File: src/rtl/seven_seg_pkg.sv
// Shared constants and types for the four-digit multiplexed seven-segment driver.
package seven_seg_pkg;
  localparam int NUM_DIGITS      = 4;
  localparam int DEF_REFRESH_DIV = 100000;
  localparam int DEF_GUARD       = 2;

  typedef logic [1:0] digit_idx_t;
endpackage

File: src/rtl/seven_seg_4dig_mux_dec.sv
// Single-digit hex to seven-segment decoder; segments = {g,f,e,d,c,b,a}, active-high.
module SevenSeg1Dig
  import seven_seg_pkg::*;
(
  input  logic [3:0] binary,
  output logic [6:0] segments
);
  always_comb begin
    segments = 7'h00;
    case (binary)
      4'h0: segments = 7'h3F;
      4'h1: segments = 7'h06;
      4'h2: segments = 7'h5B;
      4'h3: segments = 7'h4F;
      4'h4: segments = 7'h66;
      4'h5: segments = 7'h6D;
      4'h6: segments = 7'h7D;
      4'h7: segments = 7'h07;
      4'h8: segments = 7'h7F;
      4'h9: segments = 7'h6F;
      4'hA: segments = 7'h77;
      4'hB: segments = 7'h7C;
      4'hC: segments = 7'h39;
      4'hD: segments = 7'h5E;
      4'hE: segments = 7'h79;
      4'hF: segments = 7'h71;
      default: segments = 7'h00;
    endcase
  end
endmodule

File: src/rtl/seven_seg_4dig_mux.sv
// Four-digit time-multiplexed seven-segment driver with guard band and
// frame-synchronous (tear-free) display updates.
module seven_seg_4dig_mux
  import seven_seg_pkg::*;
#(
  parameter int REFRESH_DIV = DEF_REFRESH_DIV,
  parameter int GUARD       = DEF_GUARD
) (
  input  logic        clk,
  input  logic        rst_n,
  input  logic [15:0] value_in,
  input  logic [3:0]  dp_in,
  input  logic [3:0]  blank_in,
  input  logic        load,
  output logic [6:0]  segments,
  output logic        dp_n,
  output logic [3:0]  an_n,
  output logic        busy
);
  localparam int PW = $clog2(REFRESH_DIV);

  logic [PW-1:0] r_presc, w_presc_nxt;
  digit_idx_t    r_idx, w_idx_nxt;
  logic [15:0]   r_disp_val, r_pend_val, w_disp_val_nxt;
  logic [3:0]    r_disp_dp, r_pend_dp, w_disp_dp_nxt;
  logic [3:0]    r_disp_blank, r_pend_blank, w_disp_blank_nxt;
  logic          r_busy, w_busy_nxt;
  logic [3:0]    r_an_n, w_an_n_nxt;
  logic          r_dp_n, w_dp_n_nxt;
  logic [3:0]    r_nibble, w_nibble_nxt;
  logic          w_tick, w_frame, w_guard_nxt;

  assign w_tick  = (r_presc == PW'(REFRESH_DIV - 1));
  assign w_frame = w_tick && (r_idx == 2'd3);

  // Output flops are loaded from next-cycle state so an_n/dp_n/nibble line up
  // with the prescaler and index they describe.
  always_comb begin
    w_presc_nxt      = w_tick ? '0 : r_presc + 1'b1;
    w_idx_nxt        = w_tick ? r_idx + 2'd1 : r_idx;
    w_disp_val_nxt   = r_disp_val;
    w_disp_dp_nxt    = r_disp_dp;
    w_disp_blank_nxt = r_disp_blank;
    w_busy_nxt       = r_busy;
    if (w_frame) begin
      w_busy_nxt = 1'b0;
      if (load) begin
        w_disp_val_nxt   = value_in;
        w_disp_dp_nxt    = dp_in;
        w_disp_blank_nxt = blank_in;
      end else if (r_busy) begin
        w_disp_val_nxt   = r_pend_val;
        w_disp_dp_nxt    = r_pend_dp;
        w_disp_blank_nxt = r_pend_blank;
      end
    end else if (load) begin
      w_busy_nxt = 1'b1;
    end
    w_guard_nxt  = (w_presc_nxt < PW'(GUARD));
    w_nibble_nxt = 4'(w_disp_val_nxt >> {w_idx_nxt, 2'b00});
    if (w_guard_nxt || w_disp_blank_nxt[w_idx_nxt]) begin
      w_an_n_nxt = 4'b1111;
      w_dp_n_nxt = 1'b1;
    end else begin
      w_an_n_nxt = ~(4'b0001 << w_idx_nxt);
      w_dp_n_nxt = ~w_disp_dp_nxt[w_idx_nxt];
    end
  end

  always_ff @(posedge clk) begin
    if (!rst_n) begin
      r_presc      <= '0;
      r_idx        <= '0;
      r_disp_val   <= '0;
      r_disp_dp    <= '0;
      r_disp_blank <= '0;
      r_pend_val   <= '0;
      r_pend_dp    <= '0;
      r_pend_blank <= '0;
      r_busy       <= 1'b0;
      r_an_n       <= 4'b1111;
      r_dp_n       <= 1'b1;
      r_nibble     <= '0;
    end else begin
      r_presc      <= w_presc_nxt;
      r_idx        <= w_idx_nxt;
      r_disp_val   <= w_disp_val_nxt;
      r_disp_dp    <= w_disp_dp_nxt;
      r_disp_blank <= w_disp_blank_nxt;
      r_busy       <= w_busy_nxt;
      r_an_n       <= w_an_n_nxt;
      r_dp_n       <= w_dp_n_nxt;
      r_nibble     <= w_nibble_nxt;
      if (load) begin
        r_pend_val   <= value_in;
        r_pend_dp    <= dp_in;
        r_pend_blank <= blank_in;
      end
    end
  end

  SevenSeg1Dig u_dec (
    .binary   (r_nibble),
    .segments (segments)
  );

  assign an_n = r_an_n;
  assign dp_n = r_dp_n;
  assign busy = r_busy;
endmodule

File: config.mk
export PLATFORM = sky130hd
export DESIGN_NAME = seven_seg_4dig_mux
export DESIGN_NICKNAME = d
export VERILOG_FILES = /design/src/rtl/seven_seg_pkg.sv /design/src/rtl/seven_seg_4dig_mux_dec.sv /design/src/rtl/seven_seg_4dig_mux.sv
export SDC_FILE = /design/constraint.sdc
export NUM_CORES = 1
export LEC_CHECK = 0
export ABC_AREA = 0
export BUFFER_PORTS_ARGS = -buffer_cell sky130_fd_sc_hd__buf_2
export CAP_MARGIN = 40
export CORE_MARGIN = 4
export CORE_UTILIZATION = 53
export CTS_BUF_LIST = sky130_fd_sc_hd__clkbuf_16
export DETAILED_ROUTE_END_ITERATION = 8
export MAX_ROUTING_LAYER = met4
export PLACE_DENSITY = 0.83
export SLEW_MARGIN = 20
export SYNTH_ARGS = -nofsm -noshare
export SYNTH_HDL_FRONTEND = slang
export SYNTH_SLANG_ARGS = --single-unit
export TNS_END_PERCENT = 30
File: constraint.sdc
create_clock -name clk -period 3 [get_ports clk]
set_input_delay 0.3 -clock clk [delete_from_list [all_inputs] [get_ports clk]]
set_output_delay 0.3 -clock clk [all_outputs]
set_load 0.01 [all_outputs]
==> flow_metrics.py, run 1 <==
metrics = {
    "run_status": {
        "status": "finished, final reports clean",
    },
    "setup_path": {
        "path_buf_inv": 3,
        "arrival_ns": 3.08,
        "crit_fanout": 9,
        "crit_chain": "ha_2 > and4_4 > nand4_2 > buf_8 > mux2i_4 > nor3_1 > or4_1 > a22o_4 > inv_2 > ha_1 > inv_1 > nor3_2 > a211oi_1",
        "crit_path_end_kind": "register",
        "required_ns": 3.21,
        "critPathKind": "register to register",
        "cpMaxStageDelayCell": "or4_1",
        "crit_family": "simple AND/OR/NAND/NOR gates",
        "start_kind": "register",
        "slowest_delay_ns": 0.49,
    },
    "detailed_routing": {
        "drt-initial-drc-count": 129,
        "drcViolationCount": 0,
        "avgViaCountPerCell": 5.62,
        "drtPass1Iterations": 5,
        "vias": 3423,
        "routed_wl_um": 9220,
        "routedWlPerCell_um": 15.1,
        "antenna_left": 0,
    },
    "floorplanning": {
        "rows": 31,
        "dieArea_um2": 8900,
        "floorplan.die.height_um": 94.3,
        "start_util": 0.545,
        "design.portCount": 40,
        "chipWidth_um": 94.3,
        "core_area_um2": 7250,
    },
    "layout": {
        "num_antenna_cells": 0,
        "nets": 542,
        "postLayoutCoreUtil": 0.661,
        "final_layout_size_suffix_gt1_frac": 0.253,
        "area.growth.synth_to_final_pct": 21.3,
    },
    "placed_design": {
        "post-place-ws_ns": -0.0245,
        "port_buffers": 39,
        "dp_hpwl_um": 6610,
        "gp_congestion": 0.967,
    },
    "power": {
        "internal_power_mw": 1.79,
        "p_per_area_nw_per_um2": 483,
        "p_total_mw": 2.31,
        "power_leakage_nw": 1.97,
        "switching_share": 0.226,
        "pwr-share-comb": 0.057,
        "clock_power_share": 0.469,
        "p_seq_frac": 0.474,
        "ir_worst_vdd_mv": 0.356,
        "net-switching-power_uw": 522,
    },
    "hold_path": {
        "hp-class": "input pin to register",
    },
    "timing": {
        "hold_violations": 0,
        "finalCritPeriodShare": 0.956,
        "setup_ws_ns": 0.133,
        "slew_viol_final": 0,
        "fmax_mhz": 349,
        "tightest_slew_ns": 0.523,
        "rsz0062_at_grt": "yes",
        "fin_crit_ns": 2.87,
        "setup_viol": 0,
        "finClkSkew_ns": 0.00525,
        "max_slew_margin": 0.648,
    },
    "synthesis": {
        "yosysWarnings": 0,
        "synth-edff-count": 0,
        "netlist_area_um2": 3950,
        "ys_seq_elements": 80,
        "synth_flop_cell": "dfxtp_1",
        "async_reset_ff_frac": 0,
        "synth.net_count": 491,
        "syn_inst": 455,
        "synth.distinct_cells": 58,
        "synth.avg_cell_area_um2": 8.68,
        "ys_seq_area_frac": 0.405,
    },
    "cts": {
        "root_buffer": "clkbuf_16",
        "cts_inserted_buffers": 9,
        "path_clk_slew_ns": 0.06,
        "clkSinkCount": 80,
        "cts_tree": "yes",
        "clock_latency_ns": 0.33,
        "clockBufferDepth": 2,
        "postCtsHoldBufs": 0,
        "h-tree-depth": 3,
    },
    "global_route": {
        "first_global_vias": 3269,
        "grt_max_degree": 25,
        "grt_pass1_wl_um": 15100,
        "grt_util_all_layers": 0.219,
        "antenna_found_initial": 0,
        "grt-ovfl-total": 0,
    },
    "flow_run": {
        "max-cap-violations": 0,
    },
}
==> worst min-delay path: cells and delay by family <==
| family | cells | cell delay [ns] |
|---|---|---|
| buffers and inverters | 1 | 0.09 |
| and+or+nand+nor | 1 | 0.07 |
| muxes | 1 | 0.06 |
==> cell type report <==
class	count	area [um^2]
repair buffers	79	527
well taps	99	124
fillers	605	2460
clock buffers	9	225
flip-flops and latches	80	1600
multi-input cells	328	2220
clock inverters	6	68.8
inverters	8	30.0
==> worst paths after layout <==
check                        startpoint                            to  slack (ns)  cells after the start
setup / recovery  r_presc[0]$_SDFF_PP0_     u_dec.segments[1]$_DFF_P_        0.13                     13
hold / removal              blank_in[0]  r_pend_blank[0]$_SDFFE_PN0P_        0.23                      3
setup reg to reg  r_presc[0]$_SDFF_PP0_     u_dec.segments[1]$_DFF_P_        0.13                     13
hold reg to reg   r_presc[0]$_SDFF_PP0_         r_presc[0]$_SDFF_PP0_        0.42                      1
==> per-layer routing <==
| layer | wire, um | vias to the layer above | GRT usage | part of all wire |
|---|---|---|---|---|
| met1 | 4020 | 1607 | 0.268 | 0.44 |
| li1 | - | 1694 | - | - |
| met3 | 459 | 18 | 0.0534 | 0.050 |
| met2 | 4560 | 104 | 0.361 | 0.50 |
| met4 | 169 | 0 | 0.0638 | 0.018 |
| met5 | 0 | - | - | 0 |
==> Yosys cell counts, types with 6 or more instances <==
library cell | instances | area (um^2)
and2_1 | 15 | 93.8
clkbuf_1 | 17 | 63.8
buf_2 | 16 | 80.1
nand4_1 | 9 | 56.3
xor2_1 | 6 | 52.6
mux2i_1 | 30 | 300
nor3_1 | 18 | 90.1
xnor2_1 | 14 | 123
dfxtp_1 | 80 | 1600
a31oi_1 | 7 | 43.8
ha_1 | 9 | 113
and3_1 | 8 | 50.1
nand2_1 | 30 | 113
inv_1 | 7 | 26.3
mux2_2 | 10 | 113
nand3_1 | 19 | 95.1
o21ai_0 | 8 | 40.0
nor2_1 | 71 | 267
a21oi_1 | 15 | 75.1
==> power by group through the flow <==
stage / combinational [mW] / clock (mW) / sequential, mW
6_report: 0.132 / 1.08 / 1.10
5_1_grt: 0.145 / 1.15 / 1.10
2_1_floorplan: 0.0832 / 0 / 1.12
4_1_cts: 0.132 / 1.09 / 1.10
3_3_place_gp: 0.129 / 0 / 1.12
3_5_place_dp: 0.131 / 0 / 1.12
==> cell families (layout without fill, tap and decap cells) <==
group / after synthesis / after routing / share of synthesized area
fa+ha+maj: 9 / 9 / 0.0285
xor+xnor: 20 / 20 / 0.0443
buf+inv: 47 / 102 / 0.0532
compound gates: 59 / 59 / 0.102
simple gates: 198 / 198 / 0.256
flops: 80 / 80 / 0.405
mux: 42 / 42 / 0.111
==> state kept, by name (all words and copies together), names as in the netlist <==
register        count
r_presc            17
r_pend_val         16
r_disp_dp           4
r_disp_blank        4
u_dec.segments      7
dp_n                1
an_n                4
busy                1
r_pend_blank        4
r_disp_val         16
r_idx               2
r_pend_dp           4
==> what timing repair did <==
item | CTS | global route
gates resized for setup | 4 | 17
setup endpoints to repair | 3 | 5
pin swaps | 0 | 1
buffers inserted | 0 | 2
==> cell usage in the layout, fill, tap and decap left out, types with 6 or more instances in the layout <==
cell type   n
a21oi_1    15
a31oi_1     7
and2_1     15
and3_1      6
buf_2      39
buf_4      35
clkbuf_16   9
dfxtp_1    79
ha_1        7
inv_1       6
mux2_2     10
mux2i_1    29
nand2_1    29
nand3_1    18
nand4_1     9
nor2_1     71
nor3_1     17
o21ai_0     8
xnor2_1    12
xor2_1      6
==> through the flow <==
step | instance area [um^2] | setup TNS (ns) | hold slack, ns | std cells
5_1_grt | 4790 | -0.00652 | 0.230 | 609
6_report | 4790 | 0 | 0.229 | 609
4_1_cts | 4720 | 0 | 0.229 | 607
3_3_place_gp | 4410 | 0 | 0.432 | 592
3_5_place_dp | 4410 | -0.0284 | 0.438 | 592
2_1_floorplan | 3980 | 0 | 0.420 | 455
(Power assumes the default switching activity.)
==> inputs of run 2 (changes only) <==
--- a/config.mk
+++ b/config.mk
@@ -8,12 +8,14 @@
 export ABC_AREA = 0
 export BUFFER_PORTS_ARGS = -buffer_cell sky130_fd_sc_hd__buf_2
 export CAP_MARGIN = 40
+export CELL_PAD_IN_SITES_DETAIL_PLACEMENT = 1
+export CELL_PAD_IN_SITES_GLOBAL_PLACEMENT = 1
 export CORE_MARGIN = 4
-export CORE_UTILIZATION = 53
+export CORE_UTILIZATION = 40
 export CTS_BUF_LIST = sky130_fd_sc_hd__clkbuf_16
 export DETAILED_ROUTE_END_ITERATION = 8
 export MAX_ROUTING_LAYER = met4
-export PLACE_DENSITY = 0.83
+export PLACE_DENSITY = 0.82
 export SLEW_MARGIN = 20
 export SYNTH_ARGS = -nofsm -noshare
 export SYNTH_HDL_FRONTEND = slang
==> run 2 against run 1 <==
Total power increased by 4.4%. Largest cell class unchanged. Via count increased by 2.9%. Non-clock buffer count decreased by 1.
==> flow_metrics.py, run 2 (same netlist as run 1, synthesis figures left out) <==
metrics = {
    "run_status": {
        "status": "finished, final reports clean",
    },
    "layout": {
        "final_cell_mix": "78 x dfxtp_1, 71 x nor2_1, 39 x buf_2",
        "final_layout_size_suffix_gt1_frac": 0.251,
        "layout_commonest_cell": "dfxtp_1",
        "fillers": 1137,
        "instances_no_fill": 643,
        "area.growth.synth_to_final_pct": 22.5,
        "num_antenna_cells": 0,
        "top_register": "r_presc",
        "top_regs": "r_presc x17, r_disp_val x16, r_pend_val x16",
        "regArea_um2": 1600,
        "largest_reg_flops": 17,
        "multi_input_area_um2": 2210,
        "nets": 541,
    },
    "detailed_routing": {
        "avgViaCountPerCell": 5.48,
        "drt-initial-drc-count": 178,
        "drcViolationCount": 0,
        "antenna_left": 0,
        "vias": 3522,
        "routed_wl_um": 11300,
        "routedWlPerCell_um": 17.6,
        "drtPass1Iterations": 4,
    },
    "setup_path": {
        "slowest_delay_ns": 0.47,
        "startpoint": "r_presc[1]$_SDFF_PN0_",
        "crit_chain": "ha_2 > and4_2 > nand4_2 > buf_4 > mux2i_4 > buf_4 > o311ai_1 > mux2i_2 > nand2_2 > mux2_2 > mux2i_1",
        "crit_fanout": 14,
        "cpMaxStageDelayCell": "o311ai_1",
        "start_kind": "register",
        "crit_path_end_kind": "register",
        "reg2regPathDepth": 11,
        "cp_common_cell": "buf_4",
        "critPathKind": "register to register",
        "reg2reg_from": "r_presc[1]$_SDFF_PN0_",
        "required_ns": 3.27,
        "arrival_ns": 3.15,
    },
    "timing": {
        "hold-worst-slack_ns": 0.216,
        "tightest_slew_ns": 0.657,
        "finalCritPeriodShare": 0.960,
        "finalSetupTns_ns": 0,
        "fmax_mhz": 347,
        "max_slew_margin": 0.558,
        "slew_viol_final": 0,
        "hold_violations": 0,
        "finClkSkew_ns": 0.00842,
        "fin_crit_ns": 2.88,
        "setup_viol": 0,
    },
    "global_route": {
        "grt_util_all_layers": 0.204,
        "grt-ovfl-total": 0,
        "antenna_found_initial": 0,
        "first_global_vias": 3594,
        "grt_pass1_wl_um": 18100,
        "grt_max_degree": 30,
    },
    "floorplanning": {
        "start_util": 0.408,
        "core_area_um2": 9680,
        "dieArea_um2": 11500,
        "chipWidth_um": 107,
        "design.portCount": 40,
        "rows": 36,
        "floorplan.die.height_um": 107,
    },
    "power": {
        "internal_power_mw": 1.81,
        "p_per_area_nw_per_um2": 499,
        "p_seq_frac": 0.454,
        "ir_worst_vdd_mv": 0.263,
        "net-switching-power_uw": 602,
        "switching_share": 0.249,
        "clock_power_share": 0.487,
        "pwr-share-comb": 0.059,
        "power_leakage_nw": 1.98,
    },
    "cts": {
        "h-tree-depth": 3,
        "clkSinkCount": 80,
        "clock_latency_ns": 0.34,
        "cts_tree": "yes",
        "clockBufferDepth": 2,
        "root_buffer": "clkbuf_16",
        "cts_inserted_buffers": 9,
        "postCtsHoldBufs": 0,
        "path_clk_slew_ns": 0.07,
    },
    "placed_design": {
        "port_buffers": 39,
        "gp_congestion": 0.907,
        "dp_hpwl_um": 7840,
        "numPlacedInstances": 626,
    },
    "flow_run": {
        "max-cap-violations": 0,
    },
    "hold_path": {
        "min-delay-start": "dp_in[2]",
        "min_path_cells": 3,
        "hp-class": "input pin to register",
    },
}
==> run 2: metrics by stage <==
step / cell area (um^2) / total power [mW] / setup slack, ns / util
6_report: 4840 / 2.42 / 0.120 / 0.500
5_1_grt: 4840 / 2.49 / -0.0439 / 0.500
4_1_cts: 4790 / 2.42 / 0.0166 / 0.495
3_5_place_dp: 4470 / 1.26 / -0.0222 / 0.461
3_3_place_gp: 4470 / 1.26 / 0.0863 / 0.461
2_1_floorplan: 3980 / 1.20 / 0.00204 / -
==> run 2: critical path: cells and delay by family, from the launching register on <==
kind | cells | cell delay [ns]
adder cells (fa/ha/maj) | 1 | 0.18
AO/OA/AOI/OAI | 1 | 0.47
buffers and inverters | 2 | 0.41
multiplexers | 4 | 0.85
flip-flops | 1 | 0.34
AND/OR/NAND/NOR | 3 | 0.57
==> run 2: final cells by class <==
| cell class | instances | area share |
|---|---|---|
| multi-input cells | 328 | 0.457 |
| flip-flops and latches | 80 | 0.331 |
| inverters | 8 | 0.00620 |
| clock inverters | 7 | 0.0178 |
| well taps | 133 | 0.0344 |
| repair buffers | 78 | 0.107 |
| clock buffers | 9 | 0.0465 |
==> run 2: timing repair <==
item	CTS	global route
setup endpoints to repair	4	7
setup buffers	0	1
gates resized for setup	5	14
hold endpoints to repair	0	0
pin swaps	0	2
==> run 2: power by group through the flow <==
stage	clock, mW	combinational (mW)	sequential [mW]
after floorplan	0	0.0832	1.12
after global placement	0	0.136	1.12
after detailed placement	0	0.140	1.12
final	1.18	0.142	1.10
after global routing	1.24	0.156	1.10
after CTS	1.18	0.142	1.10
==> run 2: worst paths after layout <==
path                          endpoint  slack [ns]
max reg2reg  u_dec.segments[3]$_DFF_P_        0.12
max          u_dec.segments[3]$_DFF_P_        0.12
min reg2reg      r_presc[0]$_SDFF_PP0_        0.44
min          r_pend_dp[2]$_SDFFE_PN0P_        0.22
==> run 2: layer usage <==
metal  global-route usage  up-vias  routed length [um]
met5                    -        -                   0
met4               0.0640        0                 145
met3               0.0354       21                 513
met2                0.340       73                5560
met1                0.252     1742                5100
li1                     -     1686                   -
==> inputs of run 3 (changes only) <==
--- a/config.mk
+++ b/config.mk
@@ -12,7 +12,7 @@
 export CELL_PAD_IN_SITES_GLOBAL_PLACEMENT = 1
 export CORE_MARGIN = 4
 export CORE_UTILIZATION = 40
-export CTS_BUF_LIST = sky130_fd_sc_hd__clkbuf_16
+export CTS_BUF_LIST = sky130_fd_sc_hd__clkbuf_4 sky130_fd_sc_hd__clkbuf_8 sky130_fd_sc_hd__clkbuf_16
 export DETAILED_ROUTE_END_ITERATION = 8
 export MAX_ROUTING_LAYER = met4
 export PLACE_DENSITY = 0.82
==> run 3 against run 2 <==
Clock power shrank 26%. Maximum frequency grew 1.2%. Hold slack lost 0.028 ns. Sequential share of layout area grew 0.84 points. Cell area shrank 2.5%. Via count shrank 1.0%. Setup slack gained 0.033 ns.
==> flow_metrics.py, run 3 (same netlist as run 1, synthesis figures left out) <==
metrics = {
    "floorplanning": {
        "dieArea_um2": 11500,
        "design.portCount": 40,
        "floorplan.die.height_um": 107,
        "start_util": 0.408,
        "rows": 36,
        "chipWidth_um": 107,
        "core_area_um2": 9680,
    },
    "placed_design": {
        "gp_congestion": 0.907,
        "place_area_um2": 4470,
        "numPlacedInstances": 626,
        "port_buffers": 39,
        "dp_hpwl_um": 7840,
    },
    "layout": {
        "fillers": 1150,
        "regArea_um2": 1600,
        "layout_commonest_cell": "dfxtp_1",
        "instances_no_fill": 642,
        "largest_reg_flops": 17,
        "num_antenna_cells": 0,
        "final_cell_mix": "78 x dfxtp_1, 71 x nor2_1, 39 x buf_2",
        "top_regs": "r_presc x17, r_disp_val x16, r_pend_val x16",
        "final_layout_size_suffix_gt1_frac": 0.250,
        "multi_input_area_um2": 2200,
        "top_register": "r_presc",
        "nets": 540,
        "final_area_um2": 4720,
        "area.growth.synth_to_final_pct": 19.5,
    },
    "cts": {
        "clock_latency_ns": 0.37,
        "postCtsHoldBufs": 0,
        "root_buffer": "clkbuf_8",
        "clkSinkCount": 80,
        "cts_inserted_buffers": 9,
        "clockBufferDepth": 2,
        "cts_tree": "yes",
        "path_clk_slew_ns": 0.10,
        "h-tree-depth": 3,
    },
    "detailed_routing": {
        "antenna_left": 0,
        "drt-initial-drc-count": 145,
        "drcViolationCount": 0,
        "avgViaCountPerCell": 5.43,
        "drtPass1Iterations": 4,
        "vias": 3486,
        "routed_wl_um": 10800,
        "routedWlPerCell_um": 16.9,
    },
    "setup_path": {
        "r2r_end": "u_dec.segments[1]$_DFF_P_",
        "crit_path_end_kind": "register",
        "critPathKind": "register to register",
        "ff2ff_setup_slack_ns": 0.15,
        "path_buf_inv": 3,
        "arrival_ns": 3.11,
        "reg2regPathDepth": 13,
        "crit_fanout": 6,
        "required_ns": 3.26,
        "cpMaxStageDelayCell": "or4_1",
        "crit_family": "simple AND/OR/NAND/NOR gates",
        "slowest_delay_ns": 0.49,
        "crit_chain": "ha_2 > and4_4 > nand4_2 > buf_4 > xnor2_2 > nor3_1 > or4_1 > a22o_4 > inv_2 > ha_1 > inv_1 > nor3_2 > a211oi_1",
        "startpoint": "r_presc[0]$_SDFF_PP0_",
        "reg2reg_from": "r_presc[0]$_SDFF_PP0_",
        "path_depth": 13,
        "start_kind": "register",
        "setup.worst_path.end": "u_dec.segments[1]$_DFF_P_",
    },
    "timing": {
        "fmax_mhz": 351,
        "fin_crit_ns": 2.85,
        "slew_viol_final": 0,
        "hold_violations": 0,
        "finalCritPeriodShare": 0.949,
        "setup_viol": 0,
        "tightest_slew_ns": 0.650,
        "finClkSkew_ns": 0.00839,
        "hold-worst-slack_ns": 0.189,
        "max_slew_margin": 0.562,
    },
    "global_route": {
        "grt_max_degree": 30,
        "grt-ovfl-total": 0,
        "antenna_found_initial": 0,
        "first_global_vias": 3556,
        "grt_util_all_layers": 0.200,
        "grt_pass1_wl_um": 17700,
    },
    "hold_path": {
        "hp-class": "input pin to register",
    },
    "power": {
        "p_per_area_nw_per_um2": 447,
        "switching_share": 0.265,
        "power_leakage_nw": 1.92,
        "ir_worst_vdd_mv": 0.354,
        "pwr-share-comb": 0.067,
        "net-switching-power_uw": 559,
        "p_seq_frac": 0.520,
        "internal_power_mw": 1.55,
        "clock_power_share": 0.414,
    },
    "flow_run": {
        "max-cap-violations": 0,
    },
    "run_status": {
        "status": "finished, final reports clean",
    },
}
[run 3: cell types whose count changed in the layout (fill, tap and decap cells not counted), sizes merged]
cell / previous run / this run
buf: 78 / 77
[run 3: worst min-delay path: cells and delay by family]
family / cells / cell delay [ns]
buffers and inverters: 1 / 0.08
multiplexers: 1 / 0.07
AND/OR/NAND/NOR: 1 / 0.08
[run 3: layout make-up]
type,count,share of cell area
well taps,133,0.0353
clock buffers,9,0.0262
inverters,8,0.00636
clock inverters,7,0.0183
repair buffers,77,0.108
multi-input cells,328,0.466
flip-flops and latches,80,0.340
[run 3: per-layer routing]
| metal | wire length [um] | global-route usage | part of all wire |
|---|---|---|---|
| met1 | 4880 | 0.242 | 0.45 |
| met2 | 5400 | 0.335 | 0.50 |
| met3 | 434 | 0.0474 | 0.040 |
| met4 | 110 | 0.0532 | 0.010 |
| met5 | 0 | - | 0 |
[run 3: timing repair]
| item | 4_1_cts | 5_1_grt |
|---|---|---|
| setup endpoints to repair | 4 | 7 |
| buffers inserted | 0 | 0 |
| pin swaps | 0 | 1 |
| resized for setup | 4 | 13 |
| endpoints found under the hold margin | 0 | 0 |
[run 3: worst min-delay path by stage]
stage	from	end	slack, ns	depth (start not counted)
floorplan	r_presc[0]$_SDFF_PP0_	r_presc[0]$_SDFF_PP0_	0.42	1
global placement	r_presc[0]$_SDFF_PP0_	r_presc[0]$_SDFF_PP0_	0.43	1
detailed placement	r_disp_val[1]$_SDFF_PN0_	r_disp_val[1]$_SDFF_PN0_	0.46	2
CTS	dp_in[2]	r_pend_dp[2]$_SDFFE_PN0P_	0.17	3
global route	dp_in[0]	r_pend_dp[0]$_SDFFE_PN0P_	0.19	3
finish	dp_in[2]	r_pend_dp[2]$_SDFFE_PN0P_	0.19	3
[run 3: through the flow]
stage          setup WS (ns)  power [mW]   TNS, ns  utilization
2_1_floorplan        0.00204        1.20         0            -
3_3_place_gp          0.0863        1.26         0        0.461
3_5_place_dp         -0.0222        1.26   -0.0476        0.461
4_1_cts              0.00536        2.13         0        0.484
5_1_grt             -0.00611        2.20  -0.00910        0.487
6_report               0.154        2.11         0        0.487
[run 3: power by group through the flow]
stage / Combinational (mW) / Sequential, mW / Clock [mW]
final: 0.141 / 1.10 / 0.873
after global placement: 0.136 / 1.12 / 0
after floorplan: 0.0832 / 1.12 / 0
after CTS: 0.142 / 1.10 / 0.893
after global routing: 0.156 / 1.10 / 0.946
after detailed placement: 0.140 / 1.12 / 0
